$ cat config.mk
export PLATFORM = sky130hd
export DESIGN_NAME = rr_arbiter8
export DESIGN_NICKNAME = d
export VERILOG_FILES = /design/src/rtl/rr_arbiter8.sv
export SDC_FILE = /design/constraint.sdc
export NUM_CORES = 1
export LEC_CHECK = 0
export ABC_CLOCK_PERIOD_IN_PS = 4100
export BUFFER_PORTS_ARGS = -buffer_cell sky130_fd_sc_hd__buf_2
export CAP_MARGIN = 20
export CORE_MARGIN = 2
export CORE_UTILIZATION = 55
export CTS_CLUSTER_SIZE = 28
export DETAILED_ROUTE_END_ITERATION = 10
export PLACE_DENSITY = 0.87
export SETUP_SLACK_MARGIN = 0.4
export SLEW_MARGIN = 20
export SYNTH_ARGS = -nofsm -noshare
export SYNTH_HDL_FRONTEND = slang
export SYNTH_SLANG_ARGS = --single-unit
$ cat constraint.sdc
create_clock -name clk -period 4.1 [get_ports clk]
set_clock_uncertainty 0.15 [all_clocks]
set_input_delay 0.615 -clock clk [delete_from_list [all_inputs] [get_ports clk]]
set_output_delay 0.615 -clock clk [all_outputs]
set_load 0.005 [all_outputs]
$ cat src/rtl/rr_arbiter8.sv
// rr_arbiter8: 8-way round-robin arbiter; the owner keeps its grant until it releases.
// Define LOCK_TIMEOUT_EN to force a release after TIMEOUT grant cycles (pulses timeout).
module rr_arbiter8 #(
    parameter int NREQ    = 8,
    parameter int IDXW    = 3,
    parameter int TIMEOUT = 16
) (
    input  logic            clk,
    input  logic            rst,
    input  logic [NREQ-1:0] req,
    input  logic            done,
    output logic [NREQ-1:0] gnt,
    output logic [IDXW-1:0] gnt_idx,
    output logic            gnt_valid,
    output logic            timeout
);
    typedef enum logic {IDLE, GRANT} state_t;
    state_t state, state_n;
    logic [IDXW-1:0] ptr, ptr_n, win, idx_n;
    logic [NREQ-1:0] gnt_n;
    logic rel, force_rel;
    if (TIMEOUT < 2) begin : g_bad_timeout
        $error("TIMEOUT must be at least 2");
    end
    // Scan from the highest offset down so the closest requester at or after ptr wins.
    always_comb begin
        win = ptr;
        for (int k = NREQ - 1; k >= 0; k--)
            if (req[ptr + IDXW'(k)]) win = ptr + IDXW'(k);
    end
    assign rel = done || !req[gnt_idx];
    always_comb begin
        state_n = state;
        gnt_n   = gnt;
        idx_n   = gnt_idx;
        ptr_n   = ptr;
        if (state == IDLE) begin
            if (|req) begin
                state_n = GRANT;
                gnt_n   = NREQ'(1) << win;
                idx_n   = win;
            end
        end else if (rel || force_rel) begin
            state_n = IDLE;
            gnt_n   = '0;
            ptr_n   = gnt_idx + 1'b1;
        end
    end
    always_ff @(posedge clk or posedge rst) begin
        if (rst) begin
            state   <= IDLE;
            ptr     <= '0;
            gnt     <= '0;
            gnt_idx <= '0;
        end else begin
            state   <= state_n;
            ptr     <= ptr_n;
            gnt     <= gnt_n;
            gnt_idx <= idx_n;
        end
    end
    assign gnt_valid = |gnt;
`ifdef LOCK_TIMEOUT_EN
    localparam int CW = $clog2(TIMEOUT);
    logic [CW-1:0] hold_cnt;
    // A genuine release on the same edge takes precedence, so no timeout pulse then.
    assign force_rel = state == GRANT && hold_cnt == CW'(TIMEOUT - 1) && !rel;
    always_ff @(posedge clk or posedge rst) begin
        if (rst) begin
            hold_cnt <= '0;
            timeout  <= 1'b0;
        end else begin
            hold_cnt <= (state == GRANT && state_n == GRANT) ? hold_cnt + 1'b1 : '0;
            timeout  <= force_rel;
        end
    end
`else
    assign force_rel = 1'b0;
    assign timeout   = 1'b0;
`endif
endmodule

# [Word-level counts from Yosys, hierarchy flattened]
# Index checks and enable logic that the tools add are counted.
[word_totals] elab_cells=64 in_bits=11 out_inout_bits=13 ff_bits=15
[op_classes] bitwise_logic=1 add_sub_neg=8 eq_ne=1 order_cmp=9 n_shift=1 n_mux=32 n_reduce_logical=8
[op_table] operator="3-bit by 4-bit < comparator with 1-bit output, second input constant" count=9
[op_table] operator="1-bit binary-select mux with 3-bit select" count=9
[op_table] operator="3-bit two-way mux" count=8
[op_table] operator="8-bit two-way mux" count=3
[op_table] operator="8-bit OR reduction" count=2
[op_table] operator="3-bit adder, second input constant" count=4
[op_table] operator="1-bit two-way mux" count=12
[op_table] operator="1-bit by 3-bit left shift with 8-bit output, first input constant" count=1
[op_table] operator="3-bit by 1-bit adder with 3-bit output, second input constant" count=2
[op_table] operator="3-bit by 2-bit adder with 3-bit output, second input constant" count=2
[op_table] operator="2-bit AND reduction" count=3
[op_table] operator="2-bit by 1-bit inequality test with 1-bit output, second input constant" count=1
[op_table] operator="2-bit nonzero test" count=1
[op_table] operator="1-bit zero test" count=1
[op_table] operator="1-bit logical OR" count=1
[op_table] operator="1-bit inverter" count=1

# [Logic depth before layout (Yosys ltp)]
# Gate-level depths: netlist of run 1.
[depth] ltp_word=14 mapped_depth=13 depth_no_buf=9

# [Worst setup path before layout of run 1]
# Ideal clock, no wire load.
[synth_path] kind="register to register" from="register ptr[1]" to="register gnt[0]" slack_ns=0.821 path_buffers=3 stages_incl_launch_ff=12 arrival_ns=3.008 synth_period_minus_slack_ns=3.279 setup_ns=0.121 t_required_ns=3.829 cell_sequence="dfrtp_1 buf_2 buf_2 inv_1 ha_1 buf_2 mux4_2 mux2i_1 o41ai_1 o41ai_1 a22oi_1 a22o_1"
[synth_between] elab_chain_len=14 word_cells_on_any_way=34 cone_classes="add/sub (7); shift (1); mux (26)"
[synth_rtl] item="start, declared" line_no="19" source="logic [IDXW-1:0] ptr, ptr_n, win, idx_n;"
[synth_rtl] item="start signal, assigned" line_no="57" source="ptr <= ptr_n;"
[synth_rtl] item="3-bit adder" line_no="29" source="if (req[ptr + IDXW'(k)]) win = ptr + IDXW'(k);"
[synth_rtl] item="1-bit binary-select mux with 3-bit select" line_no="29"
[synth_rtl] item="1-bit two-way mux (not written as such)" line_no="29"
[synth_rtl] item="3-bit two-way mux (7 in a row)" line_no="29"
[synth_rtl] item="3-bit two-way mux *" line_no="29"
[synth_rtl] item="1-bit by 3-bit left shift with 8-bit output *" line_no="40" source="gnt_n = NREQ'(1) << win;"
[synth_rtl] item="8-bit two-way mux *" line_no="38" source="if (|req) begin"
[synth_rtl] item="8-bit two-way mux *" line_no="37" source="if (state == IDLE) begin"
[synth_rtl] item="end signal, assigned" line_no="58" source="gnt <= gnt_n;"
[synth_rtl] item="end, declared" line_no="12" source="output logic [NREQ-1:0] gnt,"
# Mark *: on every way between the ends. The rest lies on a longest branch, timed or not. The select of a mux whose other input is x is not followed.
# A chain may end at the register's enable or synchronous reset.

# [Worst setup path after layout of run 1]
[layout_path] from="register ptr[0]" to="register gnt[0]"
# The elaborated chain is that of the path after synthesis.

==> results of run 1 <==
final timing paths:
| kind | start | end | slack, ps | cells past startpoint |
|---|---|---|---|---|
| min in group clk | gnt[4] | gnt[4] | 370 | 2 |
| worst min register to register | gnt[4] | gnt[4] | 370 | 2 |
| max in group asynchronous | rst | gnt_idx[1] | 3200 | 2 |
| worst min-delay path | rst | gnt[4] | 220 | 2 |
| worst max register to register | ptr[0] | gnt[0] | 780 | 9 |
| worst max-delay path | ptr[0] | gnt[0] | 780 | 9 |
layout by cell type, fill, tap and decap left out, types with 5 or more instances in the layout:
cell     netlist  final
o21ai_0        5      5
mux2_2         9      9
a22o_1         5      5
nor2_1         9      9
o21ai_1        5      5
a21oi_1        6      6
buf_2          5     22
dfrtp_1       15     15
nand2_1       11     11
mux4_2        13     13
mux2i_1       16     16
nand3_1        7      7
per-stage QoR:
stage | hold slack (ps) | std cells | util
6_report | 217 | 234 | 0.617
5_1_grt | 250 | 234 | 0.617
4_1_cts | 242 | 234 | 0.617
3_5_place_dp | 354 | 230 | 0.608
3_3_place_gp | 342 | 230 | 0.608
2_1_floorplan | 346 | 180 | -
report_power, final:
| part | internal (µW) | switching, µW | total, µW |
|---|---|---|---|
| clock network | 36.3 | 52.2 | 88.5 |
| logic | 660 | 788 | 1450 |
| registers | 207 | 82.0 | 289 |
| total | 903 | 922 | 1830 |
registers in the layout (all words and copies together) (netlist names):
| signal | cells |
|---|---|
| ptr | 3 |
| state | 1 |
| gnt | 8 |
| gnt_idx | 3 |
area by class of cell:
type | instances | area (µm²) | area share
Multi-Input combinational cell | 141 | 1270 | 0.675
Sequential cell | 15 | 375 | 0.199
Tap cell | 44 | 55.1 | 0.0292
Clock inverter | 1 | 5.00 | 0.00266
Clock buffer | 3 | 22.5 | 0.0120
Timing Repair Buffer | 26 | 140 | 0.0744
Inverter | 4 | 15.0 | 0.00797
cells by family (layout without fill, tap and decap cells):
logic type                 Yosys count  after routing  synth area share
AOI/OAI and AO/OA                   46             46             0.194
and+or+nand+nor                     46             46             0.143
muxes                               40             40             0.340
buffers and inverters               24             34            0.0613
DFF                                 15             15             0.214
xor gates and xnor gates             5              5            0.0250
adders and majority gates            3              3            0.0214
other                                1              1           0.00214
critical path, stage by stage (launching register included):
cell	delay (ps)
dfrtp_1	360
clkinv_1	190
ha_1	350
buf_4	230
mux4_2	600
mux2i_1	320
o41ai_1	140
o41ai_1	440
a22oi_1	220
a22o_1	220
routing by layer:
layer / track usage / up-vias / routed length, µm
li1: - / 719 / -
met1: 0.368 / 737 / 1720
met2: 0.379 / 84 / 1930
met3: 0.0533 / 8 / 384
met4: 0.0497 / 0 / 85
met5: 0 / - / 0
==> results by group, run 1 <==
Status
  – Status: completed

Yosys
  – Syn Inst Count: 180
  – Synth top area share: 0.214
  – Yosys cell types: 52
  – Count leader, synth: mux2i_1
  – Synth area leaders: dfrtp_1, mux4_2, mux2i_1, mux2_2, clkbuf_1
  – Most frequent cells after synthesis: mux2i_1, dfrtp_1, mux4_2
  – Avg Cell Area, Syn: just under 10 µm²
  – Area leader, netlist: dfrtp_1
  – Number of synthesized flops with an enable pin: 0
  – Most frequently used flop master after synthesis: dfrtp_1
  – Synth Net Count: ~190
  – Synthesized cell area: 1750 µm²
  – YS warnings: 0
  – Async S/R FF share, synth: 1.00
  – FF+latch count, synth: 15
  – Sequential-to-total area share from yosys stat: 0.214

CTS
  – Clock sinks: 15
  – # hold bufs at CTS: 0
  – Post-CTS Resized: 0
  – Worst-Skew Late Latency: a little under 300 ps
  – Root Driver: clkbuf_4
  – H-tree lvl count: 1
  – CTS tree: built
  – Worst-path clk slew: approximately 100 ps
  – Clk buf depth: 2
  – CTS Buf Count: 3
  – Setup Fix Bufs, Post-CTS: 0

Route
  – Via count: approximately 1500
  – Antenna Nets Post-Route: 0
  – Vias per cell: 6.62
  – Routed len/inst: approximately 18 µm
  – First-pass DRT Iterations: 4
  – WL final: a little over 4000 µm
  – Iteration-0 DRC Markers: about 130
  – DRC Markers: 0

GRT
  – First-pass GRT wire length: a little under 7000 µm
  – Largest net degree at the start of global routing: 27
  – Vias in the first global route: between 1000 and 1500
  – GRT Residual Overflow: 0
  – Initial antenna violation count: 0
  – GRT Util Overall: 0.248

Floorplan
  – Core Area: roughly 3100 µm²
  – DIE AREA: ~3700 µm²
  – Site Rows: 20
  – Die Y: 60.5 µm
  – Die Span X: between 60 and 70 µm
  – I/O Pins: 24
  – Initial Util: 0.575

STA
  – Crit path time final: approximately 3300 ps
  – Tightest Pin Transition: between 600 and 700 ps
  – Setup TNS: 0 ps
  – Fin. max-slew vios: 0
  – Worst Slack Setup Final: around 780 ps
  – Fin. Hold Viols: 0
  – Period utilisation layout: 0.809
  – RSZ-0062 raised after global routing: false
  – # setup viols final: 0
  – Slew margin rel.: 0.586
  – Fmax: approximately 300 MHz

Power and ir drop
  – PD cells: slightly below 1000 nW/µm²
  – Static Leak: 0.000786 µW
  – VDD IR-drop max: 0.513 mV
  – Total power draw: 1830 µW

Final layout
  – Final #Nets: between 200 and 250
  – # diodes: 0
  – Fillers: between 200 and 300
  – Final instance area: roughly 1900 µm²
  – Share of cells above drive strength 1: 0.305
  – Layout area overhead: 7.42%

Place
  – Port bufs: 22
  – Post-DP Area: approximately 1900 µm²
  – Post-place setup slack: ~800 ps
  – GP Congestion: ~0.95
  – Post-detail-place hpwl: 3030 µm

Job
  – MaxCap Viol Count: 0

Critical path
  – Crit end category: flop
  – Critical path peak fanout: 17
  – CP Launch Type: flop
  – CP Data Arrival Time: 3360 ps
  – Crit Path Class: flop to flop
  – Required time of the critical path: a little over 4000 ps

Worst hold path
  – Worst Hold Class: input pin to async pin
(Power assumes the default switching activity.)
==> inputs of run 2 (changes only) <==
--- a/config.mk
+++ b/config.mk
@@ -5,14 +5,15 @@
 export SDC_FILE = /design/constraint.sdc
 export NUM_CORES = 1
 export LEC_CHECK = 0
-export ABC_CLOCK_PERIOD_IN_PS = 4100
+export ABC_AREA = 1
+export ABC_CLOCK_PERIOD_IN_PS = 2860
 export BUFFER_PORTS_ARGS = -buffer_cell sky130_fd_sc_hd__buf_2
 export CAP_MARGIN = 20
 export CORE_MARGIN = 2
-export CORE_UTILIZATION = 55
+export CORE_UTILIZATION = 51
 export CTS_CLUSTER_SIZE = 28
 export DETAILED_ROUTE_END_ITERATION = 10
-export PLACE_DENSITY = 0.87
+export PLACE_DENSITY = 0.86
 export SETUP_SLACK_MARGIN = 0.4
 export SLEW_MARGIN = 20
 export SYNTH_ARGS = -nofsm -noshare
==> constraint.sdc (replaced) <==
create_clock -name clk -period 2.86 [get_ports clk]
set_clock_uncertainty 0.15 [all_clocks]
set_input_delay 0.429 -clock clk [delete_from_list [all_inputs] [get_ports clk]]
set_output_delay 0.429 -clock clk [all_outputs]
set_load 0.005 [all_outputs]
==> results by group, run 2 <==
Status
  – Status: completed (unchanged)

Job
  – MaxCap Viol Count: 0 (unchanged)

Yosys
  – FF+latch count, synth: 15 (unchanged)
  – Synth Net Count: 239 (was 194)
  – Yosys cell types: 24 (was 52)
  – Area leader, netlist: dfrtp_1 (unchanged)
  – Most frequently used flop master after synthesis: dfrtp_1 (unchanged)
  – YS warnings: 0 (unchanged)
  – Synth area leaders: dfrtp_1, nand2_1, nand3_1, nand2_2, inv_1 (was dfrtp_1, mux4_2, mux2i_1, mux2_2, clkbuf_1)
  – Sequential-to-total area share from yosys stat: 0.256 (was 0.214)
  – Most frequent cells after synthesis: nand2_1, nand3_1, inv_1 (was mux2i_1, dfrtp_1, mux4_2)
  – Avg Cell Area, Syn: 6.51 µm² (was 9.75 µm²)
  – Synth top area share: 0.256 (was 0.214)
  – Syn Inst Count: 225 (was 180)
  – Async S/R FF share, synth: 1.00 (unchanged)
  – Count leader, synth: nand2_1 (was mux2i_1)
  – Synthesized cell area: 1460 µm² (was 1750 µm²)
  – Number of synthesized flops with an enable pin: 0 (unchanged)

Critical path
  – Required time of the critical path: 2890 ps (was 4140 ps)
  – CP Launch Type: flop (unchanged)
  – Critical path peak fanout: 10 (was 17)
  – Slowest-stage cell, CP: dfrtp_1 (was mux4_2)
  – CP Data Arrival Time: 2280 ps (was 3360 ps)
  – Cell mode on critical path: nand2_1 (was o41ai_1)
  – CP max stage delay: 420 ps (was 600 ps)
  – Crit Path Class: flop to flop (unchanged)
  – Worst path cell trace: buf_4, ha_1, xor2_4, inv_2, nand3_2, nand2_2, inv_2, nand2_1, nand2_1, nand2_1, nand2_1, nand2_2, nand3_1, nand2_4, inv_2, nand3_1, nand2_1 (was clkinv_1, ha_1, buf_4, mux4_2, mux2i_1, o41ai_1, o41ai_1, a22oi_1, a22o_1)
  – Crit end category: flop (unchanged)

Final layout
  – Most frequent cells in the layout: nand2_1, nand3_1, inv_1 (was buf_2, mux2i_1, dfrtp_1)
  – Largest register FFs: 8 (unchanged)
  – Biggest regs: gnt (8), gnt_idx (3), ptr (3) (unchanged)
  – # diodes: 0 (unchanged)
  – Reg with most FFs: gnt (unchanged)
  – Commonest non-fill, non-tap cell in the layout: nand2_1 (was buf_2)
  – Layout area overhead: 11.3% (was 7.42%)
  – Final #Nets: 264 (was 205)
  – Share of cells above drive strength 1: 0.269 (was 0.305)
  – Final Non-Filler Cells: 280 (was 234)

Floorplan
  – DIE AREA: 3310 µm² (was 3660 µm²)
  – Core Area: 2730 µm² (was 3050 µm²)
  – Site Rows: 19 (was 20)
  – Die Y: 57.6 µm (was 60.5 µm)
  – Die Span X: 57.6 µm (was 60.5 µm)
  – Initial Util: 0.535 (was 0.575)
  – I/O Pins: 24 (unchanged)

Route
  – Iteration-0 DRC Markers: 82 (was 128)
  – Routed len/inst: 12.2 µm (was 17.6 µm)
  – First-pass DRT Iterations: 4 (unchanged)
  – Via count: 1495 (was 1548)
  – DRC Markers: 0 (unchanged)
  – WL final: 3420 µm (was 4110 µm)
  – Vias per cell: 5.34 (was 6.62)
  – Antenna Nets Post-Route: 0 (unchanged)

STA
  – Setup TNS: 0 ps (unchanged)
  – Period utilisation layout: 0.786 (was 0.809)
  – Tightest Pin Transition: 566 ps (was 621 ps)
  – Fmax: 445 MHz (was 301 MHz)
  – Fin Hold WS: 32.3 ps (was 217 ps)
  – Crit path time final: 2250 ps (was 3320 ps)
  – Worst Slack Setup Final: 611 ps (was 781 ps)
  – Slew margin rel.: 0.622 (was 0.586)
  – RSZ-0062 raised after global routing: false (unchanged)
  – Fin. max-slew vios: 0 (unchanged)
  – # setup viols final: 0 (unchanged)
  – Fin. Hold Viols: 0 (unchanged)

GRT
  – Vias in the first global route: 1341 (was 1363)
  – Largest net degree at the start of global routing: 16 (was 27)
  – GRT Util Overall: 0.223 (was 0.248)
  – First-pass GRT wire length: 5780 µm (was 6820 µm)
  – Initial antenna violation count: 0 (unchanged)
  – GRT Residual Overflow: 0 (unchanged)

Place
  – Post-Place Cells: 276 (was 230)
  – GP Congestion: 0.952 (was 0.954)
  – Port bufs: 22 (unchanged)
  – Post-detail-place hpwl: 2740 µm (was 3030 µm)
  – Post-place setup slack: 525 ps (was 790 ps)

CTS
  – # hold bufs at CTS: 0 (unchanged)
  – CTS Buf Count: 3 (unchanged)
  – H-tree lvl count: 1 (unchanged)
  – Clock sinks: 15 (unchanged)
  – Clk buf depth: 2 (unchanged)
  – CTS tree: built (unchanged)
  – Worst-path clk slew: 90 ps (was 100 ps)
  – Root Driver: clkbuf_4 (unchanged)
  – Worst-Skew Late Latency: 280 ps (was 290 ps)

Worst hold path
  – Worst Hold Class: input pin to async pin (unchanged)
==> run 2: worst paths after layout <==
check                              to  slack [ps]  startpoint  cells after the start
max reg2reg                    gnt[1]         610      ptr[1]                     17
max                            gnt[1]         610      ptr[1]                     17
min reg2reg                    gnt[3]         360      gnt[3]                      2
max in group asynchronous  gnt_idx[1]        2150         rst                      2
min in group clk                state         300        done                      3
min                            gnt[1]          30         rst                      2
==> run 2: cell type report <==
type,count,area [µm²]
clock buffer,3,22.5
clock inverter,1,5.00
fill,253,1100
inverter,33,131
multi-input combinational,173,931
sequential,15,375
tap,31,38.8
timing repair buffer,24,125
==> run 2: what timing repair did <==
item	in CTS	in global routing
setup buffers	0	0
resized for setup	0	3
setup endpoints to repair	0	10
==> run 2: worst max-delay path, delay by kind of cell (launching register included) <==
kind | cells | cell delay, ps
xor+xnor | 1 | 180
fa+ha+maj | 1 | 240
simple gates | 11 | 790
flops | 1 | 420
buf+inv | 4 | 350
==> run 2: metrics by stage <==
step | util | instance area (µm²)
finish | 0.596 | 1630
global route | 0.596 | 1630
CTS | 0.590 | 1610
detailed placement | 0.580 | 1590
global placement | 0.580 | 1590
floorplan | - | 1460
==> run 2: layer usage <==
layer / track usage / vias to the layer above / share of wire
li1: - / 765 / -
met1: 0.317 / 667 / 0.43
met2: 0.352 / 59 / 0.48
met3: 0.0340 / 4 / 0.073
met4: 0.0664 / 0 / 0.011
met5: 0 / - / 0
==> run 2: kinds of logic (layout without fill, tap and decap cells) <==
| kind of cell | after synthesis | after routing | synth area share |
|---|---|---|---|
| simple gates | 143 | 143 | 0.485 |
| compound gates | 24 | 24 | 0.0897 |
| other cells | 1 | 1 | 0.00256 |
| xor+xnor | 2 | 2 | 0.0248 |
| buf+inv | 37 | 61 | 0.116 |
| flops | 15 | 15 | 0.256 |
| fa+ha+maj | 3 | 3 | 0.0256 |
Power of run 2 is not shown: default switching activity piles up to over one toggle a cycle in this logic, so the estimate is an artifact.
==> inputs of run 3 (changes only) <==
--- a/config.mk
+++ b/config.mk
@@ -6,14 +6,14 @@
 export NUM_CORES = 1
 export LEC_CHECK = 0
 export ABC_AREA = 1
-export ABC_CLOCK_PERIOD_IN_PS = 2860
+export ABC_CLOCK_PERIOD_IN_PS = 2220
 export BUFFER_PORTS_ARGS = -buffer_cell sky130_fd_sc_hd__buf_2
 export CAP_MARGIN = 20
 export CORE_MARGIN = 2
-export CORE_UTILIZATION = 51
+export CORE_UTILIZATION = 55
 export CTS_CLUSTER_SIZE = 28
 export DETAILED_ROUTE_END_ITERATION = 10
-export PLACE_DENSITY = 0.86
+export PLACE_DENSITY = 0.88
 export SETUP_SLACK_MARGIN = 0.4
 export SLEW_MARGIN = 20
 export SYNTH_ARGS = -nofsm -noshare
==> constraint.sdc (replaced) <==
create_clock -name clk -period 2.22 [get_ports clk]
set_clock_uncertainty 0.15 [all_clocks]
set_input_delay 0.333 -clock clk [delete_from_list [all_inputs] [get_ports clk]]
set_output_delay 0.333 -clock clk [all_outputs]
set_load 0.005 [all_outputs]
==> results by group, run 3 (synthesis results as in run 2) <==
Status
  – Status: finished, violations left (was completed)
  – Failing checks: setup timing

Final layout
  – Final instance area: 1830 µm² (was 1630 µm²)
  – Share of cells above drive strength 1: 0.393 (was 0.269)
  – Fillers: 184 (was 253)
  – Largest register FFs: 8 (unchanged)
  – Biggest regs: gnt (8), gnt_idx (3), ptr (3) (unchanged)
  – Layout area overhead: 24.9% (was 11.3%)
  – Most frequent cells in the layout: nand2_1, inv_1, nand3_1 (was nand2_1, nand3_1, inv_1)
  – Commonest non-fill, non-tap cell in the layout: nand2_1 (unchanged)
  – Final #Nets: 272 (was 264)
  – Reg with most FFs: gnt (unchanged)
  – # diodes: 0 (unchanged)

STA
  – Crit path time final: 2230 ps (was 2250 ps)
  – Tightest Pin Transition: 569 ps (was 566 ps)
  – Fin. max-slew vios: 0 (unchanged)
  – Slew margin rel.: 0.620 (was 0.622)
  – Period utilisation layout: 1.00 (was 0.786)
  – Fin. Hold Viols: 0 (unchanged)
  – Fmax: 449 MHz (was 445 MHz)
  – Worst Slack Setup Final: -8.85 ps (was 611 ps)
  – RSZ-0062 raised after global routing: true (was false)
  – # setup viols final: 2 (was 0)

Floorplan
  – Die Y: 55.6 µm (was 57.6 µm)
  – Initial Util: 0.586 (was 0.535)
  – Core Area: 2500 µm² (was 2730 µm²)
  – Site Rows: 18 (was 19)
  – Die Span X: 55.6 µm (was 57.6 µm)
  – DIE AREA: 3090 µm² (was 3310 µm²)
  – I/O Pins: 24 (unchanged)

Route
  – Antenna Nets Post-Route: 0 (unchanged)
  – First-pass DRT Iterations: 4 (unchanged)
  – WL final: 4080 µm (was 3420 µm)
  – Vias per cell: 5.61 (was 5.34)
  – DRC Markers: 0 (unchanged)
  – Iteration-0 DRC Markers: 86 (was 82)
  – Via count: 1610 (was 1495)
  – Routed len/inst: 14.2 µm (was 12.2 µm)

Critical path
  – Kind of cell adding the most delay to the critical path: simple AND/OR/NAND/NOR gates (unchanged)
  – Required time of the critical path: 2300 ps (was 2890 ps)
  – Slowest-stage cell, CP: dfrtp_1 (unchanged)
  – CP Data Arrival Time: 2310 ps (was 2280 ps)
  – CP max stage delay: 410 ps (was 420 ps)
  – Crit end category: flop (unchanged)
  – Crit Path Class: flop to flop (unchanged)
  – CP Buf/Inv Count: 2 (was 4)
  – Critical path peak fanout: 7 (was 10)
  – CP Launch Type: flop (unchanged)
  – Cell mode on critical path: nand2_1 (unchanged)
  – Worst path cell trace: inv_2, ha_4, inv_6, nand3_2, nand3_4, nand2_2, nand2_2, nand2_1, nand2_1, nand2_1, nand2_1, nand2_2, nand2_1, nand2_2, nand2_4, nor2_4, nand2_1, nand2_1 (was buf_4, ha_1, xor2_4, inv_2, nand3_2, nand2_2, inv_2, nand2_1, nand2_1, nand2_1, nand2_1, nand2_2, nand3_1, nand2_4, inv_2, nand3_1, nand2_1)

GRT
  – First-pass GRT wire length: 6590 µm (was 5780 µm)
  – Vias in the first global route: 1458 (was 1341)
  – GRT Residual Overflow: 0 (unchanged)
  – GRT Util Overall: 0.262 (was 0.223)
  – Initial antenna violation count: 0 (unchanged)
  – Largest net degree at the start of global routing: 16 (unchanged)

CTS
  – Worst-path clk slew: 90 ps (about the same)
  – Clock sinks: 15 (unchanged)
  – Root Driver: clkbuf_4 (unchanged)
  – CTS Buf Count: 3 (unchanged)
  – Worst-Skew Late Latency: 290 ps (was 280 ps)
  – CTS tree: built (unchanged)
  – H-tree lvl count: 1 (unchanged)
  – Clk buf depth: 2 (unchanged)

Place
  – Post-detail-place hpwl: 2790 µm (was 2740 µm)
  – GP Congestion: 0.956 (was 0.952)
  – Post-DP Area: 1640 µm² (was 1590 µm²)
  – Port bufs: 22 (unchanged)

Job
  – MaxCap Viol Count: 0 (unchanged)

Worst hold path
  – Worst Hold Class: input pin to flop (was input pin to async pin)
run 3: path summary, 6_finish.rpt:
| check | start | endpoint | slack, ps | cells after the start |
|---|---|---|---|---|
| min in group asynchronous | rst | gnt_idx[2] | 480 | 3 |
| max in group asynchronous | rst | ptr[1] | 1040 | 3 |
| hold / removal | done | state | 180 | 3 |
| setup / recovery | ptr[0] | gnt[7] | -9 | 18 |
| hold reg to reg | gnt[5] | gnt[5] | 370 | 2 |
| setup reg to reg | ptr[0] | gnt[7] | -9 | 18 |
run 3: final cells by class:
cell class,count,area (µm²),area share
repair buffers,32,188,0.103
flip-flops and latches,15,379,0.207
multi-input cells,173,1060,0.579
inverters,33,139,0.0760
well taps,30,37.5,0.0205
clock buffers,4,26.3,0.0144
run 3: tightest hold or removal path, stage by stage:
cell and delay (ps):
buf_2 70, nand3b_1 100, o21ai_0 80
run 3: timing repair:
item / 4_1_cts / 5_1_grt
setup buffers: 3 / 0
cloned: 0 / 0
gates resized for setup: 20 / 11
endpoints found under the hold margin: 15 / 0
hold buffers: 1 / 0
endpoints found under the setup margin: 11 / 13
pin swaps: 5 / 2
run 3: metrics by stage:
stage | worst slack (ps) | utilization | hold slack, ps | setup TNS [ps] | instances
after floorplan | 183 | - | 84.5 | 0 | 225
after CTS | 102 | 0.712 | 197 | 0 | 287
final | -8.85 | 0.731 | 181 | -17.2 | 287
after detailed placement | 62.6 | 0.657 | 261 | 0 | 279
after global placement | 108 | 0.657 | 252 | 0 | 279
after global routing | -142 | 0.731 | 209 | -794 | 287
run 3: metal layers:
metal  share of wire  track usage  vias to the layer above
met2            0.51        0.457                       71
met5               0            0                        -
met1            0.42        0.351                      745
li1                -            -                      781
met3           0.053       0.0302                       13
met4           0.019       0.0488                        0
Power of run 3 is left out for the same reason.
